**src/rtl/mesm6_mem_pkg.sv**
```systemverilog
// Shared types and defaults for the mesm6 memory arbiter slice.
package mesm6_mem_pkg;

   localparam int unsigned ADDR_BITS_DEF = 15;
   localparam int unsigned DATA_BITS_DEF = 48;
   localparam int unsigned WDOG_BITS     = 16;

   // Arbiter sequencing: pick a port, run one memory access, one bookkeeping cycle.
   typedef enum logic [1:0] {
      IDLE,
      ACCESS,
      RESP
   } state_e;

   // Which core bus owns the transaction in flight.
   typedef enum logic {
      PORT_I,
      PORT_D
   } port_e;

   // A data request is a read, a write, or both (both resolves to a write).
   function automatic logic dbus_active(input logic rd, input logic wr);
      return rd | wr;
   endfunction

endpackage

```
**src/rtl/mesm6_mem_arbiter_if.sv**
```systemverilog
// Core instruction/data buses plus the single-port memory interface, as seen
// by the arbiter (slave) and by the core/memory environment (master).
interface mesm6_mem_arbiter_if
   import mesm6_mem_pkg::*;
#(
   parameter int unsigned ADDR_BITS = ADDR_BITS_DEF,
   parameter int unsigned DATA_BITS = DATA_BITS_DEF
);

   // Instruction bus
   logic                 ibus_fetch;
   logic [ADDR_BITS-1:0] ibus_addr;
   logic [DATA_BITS-1:0] ibus_input;
   logic                 ibus_done;

   // Data bus
   logic                 dbus_read;
   logic                 dbus_write;
   logic [ADDR_BITS-1:0] dbus_addr;
   logic [DATA_BITS-1:0] dbus_output;
   logic [DATA_BITS-1:0] dbus_input;
   logic                 dbus_done;

   // Main memory
   logic                 mem_req;
   logic                 mem_we;
   logic [ADDR_BITS-1:0] mem_addr;
   logic [DATA_BITS-1:0] mem_wdata;
   logic [DATA_BITS-1:0] mem_rdata;
   logic                 mem_ack;

   // Watchdog report
   logic                 bus_error;
   logic [ADDR_BITS-1:0] err_addr;

   modport slave (
      input  ibus_fetch, ibus_addr,
      input  dbus_read, dbus_write, dbus_addr, dbus_output,
      input  mem_rdata, mem_ack,
      output ibus_input, ibus_done,
      output dbus_input, dbus_done,
      output mem_req, mem_we, mem_addr, mem_wdata,
      output bus_error, err_addr
   );

   modport master (
      output ibus_fetch, ibus_addr,
      output dbus_read, dbus_write, dbus_addr, dbus_output,
      output mem_rdata, mem_ack,
      input  ibus_input, ibus_done,
      input  dbus_input, dbus_done,
      input  mem_req, mem_we, mem_addr, mem_wdata,
      input  bus_error, err_addr
   );

endinterface

```
**src/rtl/mesm6_bus_watchdog.sv**
```systemverilog
// Wait-state counter for an outstanding memory request. Held at zero while
// idle, counts while running, saturates, and flags the cycle in which the
// request has waited TIMEOUT cycles without being acknowledged.
module mesm6_bus_watchdog
   import mesm6_mem_pkg::*;
#(
   parameter int unsigned TIMEOUT = 255
) (
   input  logic clk,
   input  logic reset,
   input  logic run,
   output logic expired
);

   localparam logic [WDOG_BITS-1:0] THRESH  = WDOG_BITS'(TIMEOUT - 1);
   localparam logic [WDOG_BITS-1:0] CNT_MAX = {WDOG_BITS{1'b1}};

   logic [WDOG_BITS-1:0] count;

   // Restart from zero whenever not running so each access begins at 0.
   always_ff @(posedge clk) begin
      if (reset || !run) begin
         count <= '0;
      end else if (count != CNT_MAX) begin
         count <= count + 1'b1;
      end
   end

   assign expired = run && (count == THRESH);

endmodule

```
**src/rtl/mesm6_mem_arbiter.sv**
```systemverilog
// Serialises the mesm6 core's instruction and data buses onto one
// single-port memory. One transaction outstanding at a time; the data bus
// wins ties. Done flags are sticky until the core advances, so a core that
// issues both buses at once sees both dones high together.
module mesm6_mem_arbiter
   import mesm6_mem_pkg::*;
#(
   parameter int unsigned ADDR_BITS = ADDR_BITS_DEF,
   parameter int unsigned DATA_BITS = DATA_BITS_DEF,
   parameter int unsigned TIMEOUT   = 255
) (
   input  logic                 clk,
   input  logic                 reset,
   mesm6_mem_arbiter_if.slave   bus
);

   state_e               state;
   port_e                sel;

   logic                 ibus_done_q;
   logic                 dbus_done_q;
   logic [DATA_BITS-1:0] ibus_input_q;
   logic [DATA_BITS-1:0] dbus_input_q;

   logic                 mem_req_q;
   logic                 mem_we_q;
   logic [ADDR_BITS-1:0] mem_addr_q;
   logic [DATA_BITS-1:0] mem_wdata_q;

   logic                 bus_error_q;
   logic [ADDR_BITS-1:0] err_addr_q;

   logic                 dbus_req;
   logic                 i_pend;
   logic                 d_pend;
   logic                 advance;
   logic                 still_req;
   logic                 wdog_expired;

   // Request decode and the core's advance condition.
   always_comb begin
      dbus_req  = dbus_active(bus.dbus_read, bus.dbus_write);
      i_pend    = bus.ibus_fetch & ~ibus_done_q;
      d_pend    = dbus_req & ~dbus_done_q;
      advance   = (ibus_done_q | dbus_done_q) &
                  (~bus.ibus_fetch | ibus_done_q) &
                  (~dbus_req | dbus_done_q);
      // A request withdrawn mid-access still completes on memory, silently.
      still_req = (sel == PORT_D) ? dbus_req : bus.ibus_fetch;
   end

   mesm6_bus_watchdog #(
      .TIMEOUT (TIMEOUT)
   ) u_watchdog (
      .clk     (clk),
      .reset   (reset),
      .run     (state == ACCESS),
      .expired (wdog_expired)
   );

   // Arbiter FSM with all bus outputs registered.
   always_ff @(posedge clk) begin
      if (reset) begin
         state        <= IDLE;
         sel          <= PORT_I;
         ibus_done_q  <= 1'b0;
         dbus_done_q  <= 1'b0;
         ibus_input_q <= '0;
         dbus_input_q <= '0;
         mem_req_q    <= 1'b0;
         mem_we_q     <= 1'b0;
         mem_addr_q   <= '0;
         mem_wdata_q  <= '0;
         bus_error_q  <= 1'b0;
         err_addr_q   <= '0;
      end else begin
         bus_error_q <= 1'b0;

         // Core consumed the dones this cycle; new requests appear next cycle.
         if (advance) begin
            ibus_done_q <= 1'b0;
            dbus_done_q <= 1'b0;
         end

         unique case (state)
            IDLE: begin
               if (d_pend) begin
                  sel         <= PORT_D;
                  mem_req_q   <= 1'b1;
                  mem_we_q    <= bus.dbus_write;
                  mem_addr_q  <= bus.dbus_addr;
                  mem_wdata_q <= bus.dbus_write ? bus.dbus_output : '0;
                  state       <= ACCESS;
               end else if (i_pend) begin
                  sel         <= PORT_I;
                  mem_req_q   <= 1'b1;
                  mem_we_q    <= 1'b0;
                  mem_addr_q  <= bus.ibus_addr;
                  mem_wdata_q <= '0;
                  state       <= ACCESS;
               end
            end

            ACCESS: begin
               // Ack is checked first so an ack on the threshold cycle is a
               // normal completion.
               if (bus.mem_ack) begin
                  mem_req_q <= 1'b0;
                  if (!mem_we_q) begin
                     if (sel == PORT_D) dbus_input_q <= bus.mem_rdata;
                     else               ibus_input_q <= bus.mem_rdata;
                  end
                  state <= RESP;
               end else if (wdog_expired) begin
                  mem_req_q   <= 1'b0;
                  if (!mem_we_q) begin
                     if (sel == PORT_D) dbus_input_q <= '0;
                     else               ibus_input_q <= '0;
                  end
                  bus_error_q <= 1'b1;
                  err_addr_q  <= mem_addr_q;
                  state       <= RESP;
               end
            end

            RESP: begin
               if (still_req) begin
                  if (sel == PORT_D) dbus_done_q <= 1'b1;
                  else               ibus_done_q <= 1'b1;
               end
               state <= IDLE;
            end

            default: state <= IDLE;
         endcase
      end
   end

   // Drive the interface from the registered state.
   always_comb begin
      bus.ibus_input = ibus_input_q;
      bus.ibus_done  = ibus_done_q;
      bus.dbus_input = dbus_input_q;
      bus.dbus_done  = dbus_done_q;
      bus.mem_req    = mem_req_q;
      bus.mem_we     = mem_we_q;
      bus.mem_addr   = mem_addr_q;
      bus.mem_wdata  = mem_wdata_q;
      bus.bus_error  = bus_error_q;
      bus.err_addr   = err_addr_q;
   end

endmodule
```
**src/flat_wrapper.sv**
```systemverilog
// flat-port wrapper written by rule: the top's interface ports become plain ports
module mesm6_mem_arbiter_flat import mesm6_mem_pkg::*;
#(
   parameter int unsigned ADDR_BITS = ADDR_BITS_DEF,
   parameter int unsigned DATA_BITS = DATA_BITS_DEF,
   parameter int unsigned TIMEOUT   = 255
)
  (clk, reset, bus_ibus_fetch, bus_ibus_addr, bus_dbus_read, bus_dbus_write, bus_dbus_addr, bus_dbus_output, bus_mem_rdata, bus_mem_ack, bus_ibus_input, bus_ibus_done, bus_dbus_input, bus_dbus_done, bus_mem_req, bus_mem_we, bus_mem_addr, bus_mem_wdata, bus_bus_error, bus_err_addr);
  mesm6_mem_arbiter_if #(.ADDR_BITS(ADDR_BITS), .DATA_BITS(DATA_BITS)) bus_i ();
  input  logic clk;
  input  logic reset;
  input wire logic [$bits(bus_i.ibus_fetch)-1:0] bus_ibus_fetch;
  input wire logic [$bits(bus_i.ibus_addr)-1:0] bus_ibus_addr;
  input wire logic [$bits(bus_i.dbus_read)-1:0] bus_dbus_read;
  input wire logic [$bits(bus_i.dbus_write)-1:0] bus_dbus_write;
  input wire logic [$bits(bus_i.dbus_addr)-1:0] bus_dbus_addr;
  input wire logic [$bits(bus_i.dbus_output)-1:0] bus_dbus_output;
  input wire logic [$bits(bus_i.mem_rdata)-1:0] bus_mem_rdata;
  input wire logic [$bits(bus_i.mem_ack)-1:0] bus_mem_ack;
  output wire logic [$bits(bus_i.ibus_input)-1:0] bus_ibus_input;
  output wire logic [$bits(bus_i.ibus_done)-1:0] bus_ibus_done;
  output wire logic [$bits(bus_i.dbus_input)-1:0] bus_dbus_input;
  output wire logic [$bits(bus_i.dbus_done)-1:0] bus_dbus_done;
  output wire logic [$bits(bus_i.mem_req)-1:0] bus_mem_req;
  output wire logic [$bits(bus_i.mem_we)-1:0] bus_mem_we;
  output wire logic [$bits(bus_i.mem_addr)-1:0] bus_mem_addr;
  output wire logic [$bits(bus_i.mem_wdata)-1:0] bus_mem_wdata;
  output wire logic [$bits(bus_i.bus_error)-1:0] bus_bus_error;
  output wire logic [$bits(bus_i.err_addr)-1:0] bus_err_addr;
  assign bus_i.ibus_fetch = bus_ibus_fetch;
  assign bus_i.ibus_addr = bus_ibus_addr;
  assign bus_i.dbus_read = bus_dbus_read;
  assign bus_i.dbus_write = bus_dbus_write;
  assign bus_i.dbus_addr = bus_dbus_addr;
  assign bus_i.dbus_output = bus_dbus_output;
  assign bus_i.mem_rdata = bus_mem_rdata;
  assign bus_i.mem_ack = bus_mem_ack;
  assign bus_ibus_input = bus_i.ibus_input;
  assign bus_ibus_done = bus_i.ibus_done;
  assign bus_dbus_input = bus_i.dbus_input;
  assign bus_dbus_done = bus_i.dbus_done;
  assign bus_mem_req = bus_i.mem_req;
  assign bus_mem_we = bus_i.mem_we;
  assign bus_mem_addr = bus_i.mem_addr;
  assign bus_mem_wdata = bus_i.mem_wdata;
  assign bus_bus_error = bus_i.bus_error;
  assign bus_err_addr = bus_i.err_addr;
  mesm6_mem_arbiter #(.ADDR_BITS(ADDR_BITS), .DATA_BITS(DATA_BITS), .TIMEOUT(TIMEOUT)) u_core (.clk(clk), .reset(reset), .bus(bus_i));
endmodule
```
**config.mk**
```make
export PLATFORM = sky130hd
export DESIGN_NAME = mesm6_mem_arbiter_flat
export DESIGN_NICKNAME = d
export VERILOG_FILES = /design/src/rtl/mesm6_mem_pkg.sv /design/src/rtl/mesm6_mem_arbiter_if.sv /design/src/rtl/mesm6_bus_watchdog.sv /design/src/rtl/mesm6_mem_arbiter.sv /design/src/flat_wrapper.sv
export SDC_FILE = /design/constraint.sdc
export NUM_CORES = 1
export LEC_CHECK = 0
export CAP_MARGIN = 20
export CORE_AREA = 2 2 142 144
export CTS_CLUSTER_SIZE = 8
export DETAILED_ROUTE_END_ITERATION = 16
export DIE_AREA = 0 0 144 146
export GPL_ROUTABILITY_DRIVEN = 1
export PLACE_DENSITY = 0.87
export SLEW_MARGIN = 10
export SYNTH_ARGS = -nofsm -noshare
export SYNTH_HDL_FRONTEND = slang
export SYNTH_HIERARCHICAL = 1
export SYNTH_SLANG_ARGS = --single-unit
```
**constraint.sdc**
```tcl
create_clock -name clk -period 2.3 [get_ports clk]
set_input_delay 0.23 -clock clk [delete_from_list [all_inputs] [get_ports clk]]
set_output_delay 0.23 -clock clk [all_outputs]
set_load 0.02 [all_outputs]
```
==> results.sh <==
export IMPL_antenna_cells=0
export IMPL_fillCellCount=1616
export IMPL_layout_drive_gt1_share_pct=8.55
export IMPL_die_w_um=144
export IMPL_postRouteAntennaNets=0
export IMPL_cp_max_fo=24
export IMPL_period_minus_slack_ns=2.20
export IMPL_cp_data_required_time_ns=2.61
export IMPL_min_path_type="in -> reg"
export IMPL_cap_violations=0
export IMPL_synth_seq_area_share_pct=52.7
export IMPL_p_int_uw=5540
export IMPL_p_per_area_nw_per_um2=650
export IMPL_clockBufferDepth=2
export IMPL_num_rows=51
export IMPL_power_frac_clock_pct=37.7
export IMPL_area_growth_pct=54.1
export IMPL_placedCellCount=1297
export IMPL_wl_um=22600
export IMPL_whs_ns=0.209
export IMPL_synth_ff_type="dfxtp_1"
export IMPL_hold_viol=0
export IMPL_p_switching_uw=2000
export IMPL_path_class="reg -> reg"
export IMPL_cts_buffers=17
export IMPL_initial_core_util_pct=38.9
export IMPL_holdBufCountCts=0
export IMPL_p_sw_share_pct=26.5
export IMPL_skew_ns=0.0126
export IMPL_dieHeight_um=146
export IMPL_slew_violations=0
export IMPL_post_cts_buffers=0
export IMPL_clk_latency_ns=0.42
export IMPL_yosys_warnings=6
export IMPL_gr_total_overflow=0
export IMPL_dieArea_um2=21000
export IMPL_drc=0
export IMPL_cts_tree="built"
export IMPL_ys_ff_latch=198
export IMPL_crit_arrival_ns=2.50
export IMPL_status="finished clean"
export IMPL_max_freq_ghz=0.455
export IMPL_grt_pass1_wl_um=34800
export IMPL_seqPwrFrac_pct=47.9
export IMPL_ys_async_sr_fraction_pct=0
export IMPL_power_leakage_uw=0.00461
export IMPL_vias_per_cell=5.26
export IMPL_core_area_um2=19300
export IMPL_grt_pass1_vias=6800
export IMPL_drtIter0Drc=361
export IMPL_dp_hpwl_um=16000
export IMPL_final_cells=1329
export IMPL_place_congestion=0.866
export IMPL_antenna_found_initial=0
export IMPL_final_cell_mix="clkdlybuf4s50_1, dfxtp_1, nand2_1"
export IMPL_placement_io_buffers=310
export IMPL_cp_end_kind="flip-flop"
export IMPL_ios=311
export IMPL_clkTransAtPathRegs_ns=0.07
export IMPL_worstMarginPinSlew_ns=0.568
export IMPL_first_pass_iters=5
export IMPL_cts_root_buffer="clkbuf_16"
export IMPL_grt_use_total_pct=20.9
export IMPL_layout_cells_most_common="clkdlybuf4s50_1"
export IMPL_vias=6984
export IMPL_synth_avg_cell_area_um2=9.91
export IMPL_power_frac_comb_pct=14.4
export IMPL_syn_cell_area_um2=7520
export IMPL_vdd_ir_drop_max_mv=0.464
export IMPL_synth_cells=759
export IMPL_htreeDepth=4
export IMPL_grt_max_degree=90
export IMPL_startpoint_type="flip-flop"
export IMPL_clkSinkCount=198
export IMPL_setup_viol_count_final=0
export IMPL_max_slew_margin_rel_pct=62.1
export IMPL_synth_cell_types=46
export IMPL_nNetsFinal=1186
export IMPL_wire_per_inst_um=17.0
export IMPL_synth_edf_count=0
export IMPL_period_share_pct=95.6
export IMPL_syn_nets=893
export IMPL_grt_setup_unrepaired="no"
per-layer routing:
| layer | global-route usage, % | up-vias | share of wire [%] |
|---|---|---|---|
| li1 | - | 3338 | - |
| met1 | 22.9 | 3339 | 39 |
| met2 | 36.0 | 266 | 49 |
| met3 | 7.40 | 41 | 8.9 |
| met4 | 9.07 | 0 | 3.0 |
| met5 | 0 | - | 0 |
cells in the mapped netlist, types with 2 or more instances:
library cell / number / area share [%]
or3_1: 10 / 0.83
buf_1: 3 / 0.15
nand2_1: 135 / 6.7
nor3_1: 18 / 1.2
mux2i_1: 96 / 13
or2_2: 2 / 0.17
o21ai_0: 11 / 0.73
nand3_1: 55 / 3.7
buf_6: 3 / 0.45
nor2b_1: 2 / 0.17
inv_1: 7 / 0.35
nor2_1: 6 / 0.30
nor4_1: 5 / 0.42
a21oi_1: 46 / 3.1
xnor2_1: 3 / 0.35
and4_1: 2 / 0.23
ha_1: 2 / 0.33
o221a_2: 15 / 2.2
buf_2: 11 / 0.73
nand4_1: 5 / 0.42
nand2b_1: 2 / 0.17
or4_1: 4 / 0.40
clkbuf_1: 49 / 2.4
dfxtp_1: 198 / 53
a32o_1: 48 / 6.4
cell families (layout without fill, tap and decap cells):
kind of cell / count (synthesis) / count (layout) / synth area share (%)
xor+xnor: 3 / 3 / 0.349
flops: 198 / 198 / 52.7
buf+inv: 74 / 379 / 4.23
fa+ha+maj: 2 / 2 / 0.333
mux: 96 / 96 / 12.8
simple gates: 255 / 255 / 16.0
compound gates: 131 / 131 / 13.6
stage by stage:
step                      TNS, ns  utilization [%]  power, uW  area, um2  setup slack [ns]
final                           0             60.0       7540      11600             0.102
after global placement     -0.338             56.8       4750      11000           -0.0137
after CTS                       0             59.7       7630      11500            0.0197
after global routing            0             60.0       7850      11600            0.0318
after floorplan                 0                -       4180       7520            0.0435
after detailed placement   -0.798             56.8       4770      11000           -0.0332
critical path, stage by stage, from the launching register on:
cell and delay (ns):
dfxtp_1 0.36, or4_1 0.54, nor4_4 0.19, nor2_1 0.09
or4_4 0.50, clkbuf_16 0.25, mux2i_1 0.14
layout make-up:
type	instances	area, um2	share of cell area (%)
flip-flops and latches	198	3960	34.2
repair buffers	341	3430	29.6
multi-input cells	487	3270	28.2
clock buffers	17	425	3.67
well taps	265	332	2.86
clock inverters	14	139	1.20
inverters	7	31.3	0.270
final timing paths:
check                                   start                        end  slack [ns]  depth (start not counted)
setup / recovery  u_core/u_watchdog/count[10]  u_core/bus.ibus_input[11]        0.10                          6
hold / removal                    bus_mem_ack            u_core/state[0]        0.21                          3
setup reg to reg  u_core/u_watchdog/count[10]  u_core/bus.ibus_input[11]        0.10                          6
hold reg to reg      u_core/bus.dbus_input[2]   u_core/bus.dbus_input[2]        0.46                          2
power groups by stage:
stage	sequential (uW)	clock, uW	combinational [uW]
after detailed placement	3690	0	1070
final	3610	2840	1090
after global routing	3620	3080	1150
after CTS	3610	2940	1080
after floorplan	3810	0	369
after global placement	3690	0	1060
timing repair:
item,4_1_cts,5_1_grt
gates resized for setup,1,3
pin swaps,0,0
gates cloned,0,1
endpoints found under the setup margin,48,55
endpoints found under the hold margin,0,0
registers in the layout (all words and copies together) (netlist names):
| signal | cells |
|---|---|
| u_core/bus.ibus_input | 48 |
| u_core/bus.dbus_input | 48 |
| u_core/bus.dbus_done | 1 |
| u_core/bus.bus_error | 1 |
| u_core/state | 2 |
| u_core/sel | 1 |
| u_core/bus.mem_req | 1 |
| u_core/bus.mem_wdata | 48 |
| u_core/u_watchdog/count | 16 |
| u_core/bus.err_addr | 15 |
| u_core/bus.mem_addr | 15 |
| u_core/bus.mem_we | 1 |
| u_core/bus.ibus_done | 1 |
No activity file was read; power rests on OpenSTA's default activity.
